**src/rtl/fetch_unit.sv**
```systemverilog
// simpleRisc instruction-fetch stage: PC register, credit-limited memory
// requests, and a PC-tagged fetch queue draining to decode.
module fetch_unit #(
    parameter int                ADDR_W   = 32,
    parameter int                INST_W   = 32,
    parameter logic [ADDR_W-1:0] RESET_PC = '0,
    parameter int                FQ_DEPTH = 4
) (
    input  logic              clk,
    input  logic              reset,
    input  logic              isBranchTaken,
    input  logic [ADDR_W-1:0] branchPC,
    output logic              imem_req_valid,
    input  logic              imem_req_ready,
    output logic [ADDR_W-1:0] imem_req_addr,
    input  logic              imem_rsp_valid,
    input  logic [INST_W-1:0] imem_rsp_data,
    output logic              inst_valid,
    input  logic              inst_ready,
    output logic [INST_W-1:0] inst,
    output logic [ADDR_W-1:0] inst_pc,
    output logic [ADDR_W-1:0] PC
);

    localparam int CW = $clog2(FQ_DEPTH + 1);
    localparam int PW = $clog2(FQ_DEPTH);
    localparam logic [ADDR_W-1:0] STEP = ADDR_W'(4);
    localparam logic [CW:0] LIMIT = (CW + 1)'(FQ_DEPTH);

    logic [ADDR_W-1:0] fetch_pc_q, fetch_pc_d;
    logic [ADDR_W-1:0] rsp_pc_q, rsp_pc_d;
    logic [CW-1:0]     count_q, count_d;
    logic [CW-1:0]     outst_q, outst_d;
    logic [CW-1:0]     discard_q, discard_d;
    logic [PW-1:0]     rd_ptr_q, rd_ptr_d;
    logic [PW-1:0]     wr_ptr_q, wr_ptr_d;
    logic [INST_W-1:0] inst_mem_q [FQ_DEPTH];
    logic [ADDR_W-1:0] pc_mem_q [FQ_DEPTH];

    logic [ADDR_W-1:0] target;
    logic [CW:0]       used;
    logic              issue;
    logic              drop;
    logic              push;
    logic              pop;

    // Masking keeps every branchPC bit in the expression; the low two are forced to 0.
    assign target = branchPC & ~ADDR_W'(3);
    assign used   = {1'b0, count_q} + {1'b0, outst_q};

    assign imem_req_valid = !reset && !isBranchTaken && (used < LIMIT);
    assign imem_req_addr  = fetch_pc_q;
    assign PC             = fetch_pc_q;

    assign inst_valid = (count_q != '0) && !isBranchTaken;
    assign inst       = inst_mem_q[rd_ptr_q];
    assign inst_pc    = pc_mem_q[rd_ptr_q];

    assign issue = imem_req_valid && imem_req_ready;
    assign drop  = imem_rsp_valid && (discard_q != '0);
    assign push  = imem_rsp_valid && !drop && !isBranchTaken;
    assign pop   = inst_valid && inst_ready;

    always_comb begin
        fetch_pc_d = fetch_pc_q;
        rsp_pc_d   = rsp_pc_q;
        if (isBranchTaken) begin
            fetch_pc_d = target;
            rsp_pc_d   = target;
        end else begin
            if (issue) fetch_pc_d = fetch_pc_q + STEP;
            if (push)  rsp_pc_d   = rsp_pc_q + STEP;
        end
    end

    always_comb begin
        outst_d = outst_q;
        unique case ({issue, imem_rsp_valid})
            2'b10:   outst_d = outst_q + CW'(1);
            2'b01:   outst_d = outst_q - CW'(1);
            default: outst_d = outst_q;
        endcase
    end

    // A redirect re-derives discard from the in-flight count, so it never stacks.
    always_comb begin
        discard_d = discard_q;
        if (isBranchTaken) begin
            discard_d = outst_q - CW'(imem_rsp_valid);
        end else if (drop) begin
            discard_d = discard_q - CW'(1);
        end
    end

    always_comb begin
        count_d  = count_q;
        rd_ptr_d = rd_ptr_q;
        wr_ptr_d = wr_ptr_q;
        if (isBranchTaken) begin
            count_d  = '0;
            rd_ptr_d = '0;
            wr_ptr_d = '0;
        end else begin
            if (push) wr_ptr_d = wr_ptr_q + PW'(1);
            if (pop)  rd_ptr_d = rd_ptr_q + PW'(1);
            unique case ({push, pop})
                2'b10:   count_d = count_q + CW'(1);
                2'b01:   count_d = count_q - CW'(1);
                default: count_d = count_q;
            endcase
        end
    end

    always_ff @(posedge clk or posedge reset) begin
        if (reset) begin
            fetch_pc_q <= RESET_PC;
            rsp_pc_q   <= RESET_PC;
            count_q    <= '0;
            outst_q    <= '0;
            discard_q  <= '0;
            rd_ptr_q   <= '0;
            wr_ptr_q   <= '0;
        end else begin
            fetch_pc_q <= fetch_pc_d;
            rsp_pc_q   <= rsp_pc_d;
            count_q    <= count_d;
            outst_q    <= outst_d;
            discard_q  <= discard_d;
            rd_ptr_q   <= rd_ptr_d;
            wr_ptr_q   <= wr_ptr_d;
        end
    end

    always_ff @(posedge clk or posedge reset) begin
        if (reset) begin
            for (int i = 0; i < FQ_DEPTH; i++) begin
                inst_mem_q[i] <= '0;
                pc_mem_q[i]   <= '0;
            end
        end else if (push) begin
            inst_mem_q[wr_ptr_q] <= imem_rsp_data;
            pc_mem_q[wr_ptr_q]   <= rsp_pc_q;
        end
    end

endmodule

```
**config.mk**
```make
export PLATFORM = sky130hd
export DESIGN_NAME = fetch_unit
export DESIGN_NICKNAME = d
export VERILOG_FILES = /design/src/rtl/fetch_unit.sv
export SDC_FILE = /design/constraint.sdc
export NUM_CORES = 1
export LEC_CHECK = 0
export ABC_AREA = 1
export BUFFER_PORTS_ARGS = -buffer_cell sky130_fd_sc_hd__buf_2
export CORE_UTILIZATION = 53
export DETAILED_ROUTE_END_ITERATION = 8
export GPL_TIMING_DRIVEN = 0
export PLACE_DENSITY = 0.75
export RECOVER_POWER = 25
export SYNTH_ARGS = -nofsm -noshare
export SYNTH_HDL_FRONTEND = slang
export SYNTH_SLANG_ARGS = --single-unit
```
**constraint.sdc**
```tcl
create_clock -name clk -period 11.4 [get_ports clk]
set_input_delay 2.28 -clock clk [delete_from_list [all_inputs] [get_ports clk]]
set_output_delay 2.28 -clock clk [all_outputs]
set_load 0.1 [all_outputs]
```
==> flow_summary.json, run 1 <==
{
  "outcome": "finished with violations",
  "violations": "max-capacitance violations, max-slew violations",
  "gp_congestion": 0.946,
  "initial_core_util_pct": 54.6,
  "fin_skew_ns": 0.0279,
  "grt_pass1_wl_um": 76900,
  "synthMuxAreaShare_pct": 0,
  "ant_nets": 0,
  "clk_path_buf_depth": 3,
  "drt-pass1-iter-count": 8,
  "clock_latency_ns": 0.54,
  "fin_nets": 2337,
  "fmax_mhz": 137,
  "cts_made_buffers": 36,
  "max_stage_delay_ns": 1.62,
  "cts_htree_levels": 2,
  "timing.final.crit_period_ns": 7.30,
  "synth_cells": 2009,
  "start_kind": "primary input",
  "setup_viol": 0,
  "area_growth_pct": 17.8,
  "post-route-util_pct": 64.3,
  "ir_drop_v": 0.000206,
  "drc_errors": 0,
  "hp-class": "reg2reg",
  "viasPerCell": 5.66,
  "synth.top_cell.area_share_pct": 50.7,
  "synth_adder_area_share_pct": 1.28,
  "clock_sinks": 321,
  "post-dp-hpwl_um": 33400,
  "place_area_mm2": 0.0175,
  "final_hold_viol_count": 0,
  "overflow": 0,
  "relSlewSlack_pct": -56.3,
  "cp.required_ns": 11.59,
  "antenna_found_initial": 1,
  "synth_area_mm2": 0.0158,
  "dieArea_mm2": 0.0306,
  "slew_viol_final": 189,
  "yosysTopAreaCell": "dfrtp_1",
  "boundaryPins": 200,
  "yosysMostFrequentCell": "nand2_1",
  "slowest_stage": "clkbuf_1",
  "maxCapViolations": 5,
  "drtIter0Drc": 1431,
  "synth_edf_count": 0,
  "drive_gt1_share_pct": 15.1,
  "track_usage_pct": 31.8,
  "synth_common_cells": "nand2_1, o21ai_0, dfrtp_1",
  "p_leak_uw": 0.00911,
  "synth_flop_cell": "dfrtp_1",
  "finalSetupTns_ns": 0,
  "syn_avg_cell_area_um2": 7.88,
  "dp_cells": 2598,
  "rows": 62,
  "worst_slew_pin_slew_ns": 2.34,
  "fillCellCount": 2554,
  "path_buf_inv": 5,
  "synth_xor_area_share_pct": 1.60,
  "power.density_mw_per_mm2": 310,
  "cts_resized": 0,
  "critical_path_arrival_ns": 7.49,
  "synth-simple-area-share_pct": 21.6,
  "ys_seq_area_share_pct": 50.7,
  "routed_wl_um": 48000,
  "crit_top_cell": "clkbuf_1",
  "post-cts-setup-buffers": 0,
  "cts_root_buf": "clkbuf_16",
  "postCtsHoldBufs": 0,
  "portBuffers": 191,
  "path_delay_family": "buffers and inverters",
  "fin_crit_sh_pct": 64.0,
  "die_w_um": 175,
  "cts_tree": "done",
  "path_cells": "buf_2, clkinvlp_2, clkbuf_1, clkbuf_1, clkbuf_1",
  "synth_compound_area_share_pct": 16.6,
  "synth_cell_type_count": 35,
  "ys_seq_elements": 321,
  "grt_max_degree": 42,
  "synthArstFlopShare_pct": 100,
  "die_y_um": 175,
  "stdcell_count": 2663,
  "vias": 15072,
  "clk_pin_slew_ns": 0.06,
  "coreArea_mm2": 0.0290,
  "rsz0062_at_grt": "false",
  "cp_max_fo": 39,
  "grt_pass1_vias": 14941,
  "synth_top_family_by_area": "simple AND/OR/NAND/NOR gates",
  "p_total_uw": 5780,
  "finalInstanceArea_mm2": 0.0187,
  "cp-end-kind": "async pin",
  "yosys_warnings": 0,
  "crit_type": "in2async",
  "synth_area_leaders": "dfrtp_1, nand2_1, o21ai_0",
  "routedWlPerCell_um": 18.0
}
-- worst paths after layout --
check,start,endpoint,slack [ns],cells after the start
hold reg to reg,inst_mem_q[43]$_DFFE_PP0P_,inst_mem_q[43]$_DFFE_PP0P_,0.48,2
setup reg to reg,count_q[1]$_DFFE_PP0P_,outst_q[2]$_DFFE_PP0P_,8.91,13
min in group asynchronous,reset,count_q[1]$_DFFE_PP0P_,1.88,2
hold / removal,inst_mem_q[43]$_DFFE_PP0P_,inst_mem_q[43]$_DFFE_PP0P_,0.48,2
setup / recovery,reset,inst_mem_q[16]$_DFFE_PP0P_,4.10,5
max in group clk,isBranchTaken,inst_valid,5.16,5
-- per-layer routing --
layer	global-route usage (%)	share of wire, %	up-vias
li1	-	-	7021
met1	41.7	41	7230
met2	52.8	48	719
met4	13.7	3.6	0
met3	4.37	7.9	102
met5	0	0	-
-- metrics by stage --
step / hold slack (ns) / setup WS (ns)
after floorplan: 0.448 / 1.62
final: 0.478 / 4.10
after global placement: 0.460 / -0.426
after CTS: 0.481 / 5.36
after detailed placement: 0.467 / 5.36
after global routing: 0.491 / 3.10
-- final cells by class --
class	count	area (um^2)	share of cell area [%]
clock buffer	48	1040	5.57
tap	384	480	2.58
multi-input combinational	1409	6520	34.9
buffer	147	781	4.18
antenna	1	2.50	0.0134
inverter	137	515	2.76
clock inverter	16	249	1.33
sequential	321	8030	43.1
timing repair buffer	200	1040	5.56
-- worst register-to-register path: stages (launching register included) --
cell	delay (ns)
dfrtp_1	0.42
ha_1	0.30
nand3_1	0.08
nand2_1	0.08
nor3_2	0.05
nand2_1	0.09
buf_4	0.19
buf_6	0.18
ha_1	0.16
inv_1	0.06
fa_1	0.38
a21oi_1	0.14
o21ai_0	0.11
xnor2_1	0.13
-- kinds of logic (layout without fill, tap and decap cells) --
logic type                 after synthesis  after routing
AOI/OAI and AO/OA                      500            500
buffers and inverters                  284            548
adders and majority gates               15             15
xor gates and xnor gates                29             29
DFF                                    321            321
and+or+nand+nor                        859            859
other                                    1              7
-- registers in the layout, indices dropped and copies added, names as in the netlist --
signal	cells
rd_ptr_q	2
inst_mem_q	128
rsp_pc_q	30
discard_q	3
outst_q	3
count_q	3
pc_mem_q	120
PC	30
wr_ptr_q	2
-- cell usage in the layout (no fill, tap or decap), drive strengths merged, types with 13 or more instances in the layout --
cell and instances:
nand3 87, xor2 23, o22ai 62, inv 135, nand2 534, clkbuf 122, ha 13, buf 273
o21ai 409, dfrtp 321, nor2 217
-- power breakdown --
| group | leakage (uW) | internal [uW] | switching (uW) |
|---|---|---|---|
| Clock | 0.000638 | 779 | 480 |
| Sequential | 0.00426 | 1420 | 194 |
| Combinational | 0.00422 | 529 | 2370 |
Power figures use the tool's default switching activity.
==> run 2: changes to the inputs <==
ABC_AREA = 0   (was 1)
CORE_UTILIZATION = 52   (was 53)
PLACE_DENSITY = 0.74   (was 0.75)
clock period = 6.15 ns   (was 11.4 ns; I/O delays follow)
==> flow_summary.json, run 2 <==
{
  "synthArstFlopShare_pct": 100,
  "synth_cell_type_count": 49,
  "cts_htree_levels": 2,
  "drc_errors": 0,
  "die_y_um": 172,
  "start_kind": "primary input",
  "p_leak_uw": 0.00843,
  "grt_pass1_wl_um": 54400,
  "cts_resized": 0,
  "cts_tree": "done",
  "clk_pin_slew_ns": 0.05,
  "area_growth_pct": 18.4,
  "regMostFlops": "inst_mem_q",
  "worst_slew_pin_slew_ns": 2.26,
  "outcome": "finished with violations",
  "finalSetupTns_ns": 0,
  "violations": "max-capacitance violations, max-slew violations",
  "fin_crit_sh_pct": 73.7,
  "post-dp-hpwl_um": 24000,
  "rows": 61,
  "fin_skew_ns": 0.0129,
  "slowest_stage": "clkbuf_1",
  "path_buf_inv": 5,
  "path_cells": "clkbuf_1, inv_1, clkbuf_1, clkbuf_1, and2_1, buf_2",
  "critical_path_arrival_ns": 3.30,
  "holdWs_ns": 0.475,
  "crit_type": "in2out",
  "ir_drop_v": 0.000261,
  "hp-class": "reg2reg",
  "cts_made_buffers": 36,
  "synth_area_mm2": 0.0150,
  "fillCellCount": 2205,
  "top_regs": "inst_mem_q x128, pc_mem_q x120",
  "final_common_cell": "dfrtp_1",
  "path_delay_family": "buffers and inverters",
  "grt_max_degree": 44,
  "p_total_uw": 8660,
  "initial_core_util_pct": 53.5,
  "ant_nets": 0,
  "yosysTopAreaCell": "dfrtp_1",
  "routedWlPerCell_um": 19.6,
  "synth_edf_count": 0,
  "gp_congestion": 0.914,
  "antenna_found_initial": 0,
  "syn_avg_cell_area_um2": 13.7,
  "track_usage_pct": 23.9,
  "power.density_mw_per_mm2": 487,
  "postCtsHoldBufs": 0,
  "drtIter0Drc": 497,
  "clock_sinks": 321,
  "fin_nets": 1425,
  "antennaDiodeCount": 0,
  "post-cts-setup-buffers": 0,
  "timing.final.crit_period_ns": 4.53,
  "synth_flop_cell": "dfrtp_1",
  "overflow": 0,
  "drive_gt1_share_pct": 44.8,
  "relSlewSlack_pct": -50.8,
  "slew_viol_final": 78,
  "maxCapViolations": 2,
  "synth.top_cell.area_share_pct": 53.4,
  "coreArea_mm2": 0.0281,
  "synth_area_leaders": "dfrtp_1, mux2_2, mux4_2",
  "most-common-layout-cells": "dfrtp_1, mux2_2, buf_2",
  "ys_seq_elements": 321,
  "grt_pass1_vias": 10195,
  "synth_cells": 1098,
  "yosys_warnings": 0,
  "dp_slack_ns": 1.78,
  "cp-end-kind": "output port",
  "die_w_um": 172,
  "crit_top_cell": "clkbuf_1",
  "routed_wl_um": 34200,
  "setup_viol": 0,
  "fmax_mhz": 221,
  "dieArea_mm2": 0.0296,
  "cts_root_buf": "clkbuf_16",
  "clock_latency_ns": 0.52,
  "boundaryPins": 200,
  "drt-pass1-iter-count": 5,
  "max_stage_delay_ns": 0.53,
  "rsz0062_at_grt": "false",
  "dp_cells": 1680,
  "ys_seq_area_share_pct": 53.4,
  "finalWorstSetupSlack_ns": 1.62,
  "synth_common_cells": "dfrtp_1, mux2_2, nand2_1",
  "portBuffers": 191,
  "cp_max_fo": 10,
  "stdcell_count": 1744,
  "viasPerCell": 5.66,
  "final_hold_viol_count": 0,
  "largest_reg_flops": 128,
  "clk_path_buf_depth": 3,
  "vias": 9878,
  "yosysMostFrequentCell": "dfrtp_1",
  "cp.required_ns": 4.92
}
-- run 2: final timing paths --
check / startpoint / to / slack [ns] / cells past startpoint
setup / recovery: isBranchTaken / inst_valid / 1.62 / 6
hold / removal: pc_mem_q[72]$_DFFE_PP0P_ / pc_mem_q[72]$_DFFE_PP0P_ / 0.48 / 2
setup reg to reg: count_q[2]$_DFFE_PP0P_ / outst_q[2]$_DFFE_PP0P_ / 3.08 / 11
hold reg to reg: pc_mem_q[72]$_DFFE_PP0P_ / pc_mem_q[72]$_DFFE_PP0P_ / 0.48 / 2
max in group asynchronous: reset / inst_mem_q[38]$_DFFE_PP0P_ / 2.33 / 6
min in group asynchronous: reset / PC[3]$_DFFE_PP0P_ / 1.01 / 2
-- run 2: cell type report --
type | instances | area (um^2) | area share (%)
clock inverters | 12 | 148 | 0.830
inverters | 17 | 65.1 | 0.366
multi-input cells | 665 | 6440 | 36.2
clock buffers | 52 | 1040 | 5.86
flip-flops and latches | 321 | 8030 | 45.1
plain buffers | 100 | 520 | 2.92
well taps | 378 | 473 | 2.66
repair buffers | 199 | 1080 | 6.07
-- run 2: report_power, final --
group          switching (uW)  internal [uW]  leakage, uW
registers                 286           2570      0.00423
clock network             845           1310     0.000581
logic                    2720            929      0.00362
total                    3850           4800      0.00843
-- run 2: stage by stage --
stage / utilization, % / area (um^2)
4_1_cts: 63.5 / 17800
3_3_place_gp: 58.7 / 16500
6_report: 63.4 / 17800
5_1_grt: 63.4 / 17800
3_5_place_dp: 59.3 / 16600
2_1_floorplan: - / 15100
-- run 2: kinds of logic after synthesis --
kind of cell / share of synthesized area, %
other: 0.0249
muxes: 28.5
buffers and inverters: 3.89
xor gates and xnor gates: 2.62
and+or+nand+nor: 6.52
DFF: 53.4
adders and majority gates: 1.35
AOI/OAI and AO/OA: 3.66
-- run 2: metal layers --
| layer | track usage [%] | up-vias | routed length [um] |
|---|---|---|---|
| met5 | 0 | - | 0 |
| met4 | 7.20 | 0 | 864 |
| met3 | 3.59 | 62 | 1900 |
| met2 | 39.5 | 323 | 16300 |
| met1 | 32.8 | 5032 | 15200 |
| li1 | - | 4461 | - |
-- run 2: worst reg2reg max path: cells and delay by family (launching register included) --
kind | cells | cell delay (ns)
xor gates and xnor gates | 2 | 0.31
adders and majority gates | 3 | 0.82
buffers and inverters | 3 | 0.58
DFF | 1 | 0.43
and+or+nand+nor | 3 | 0.83
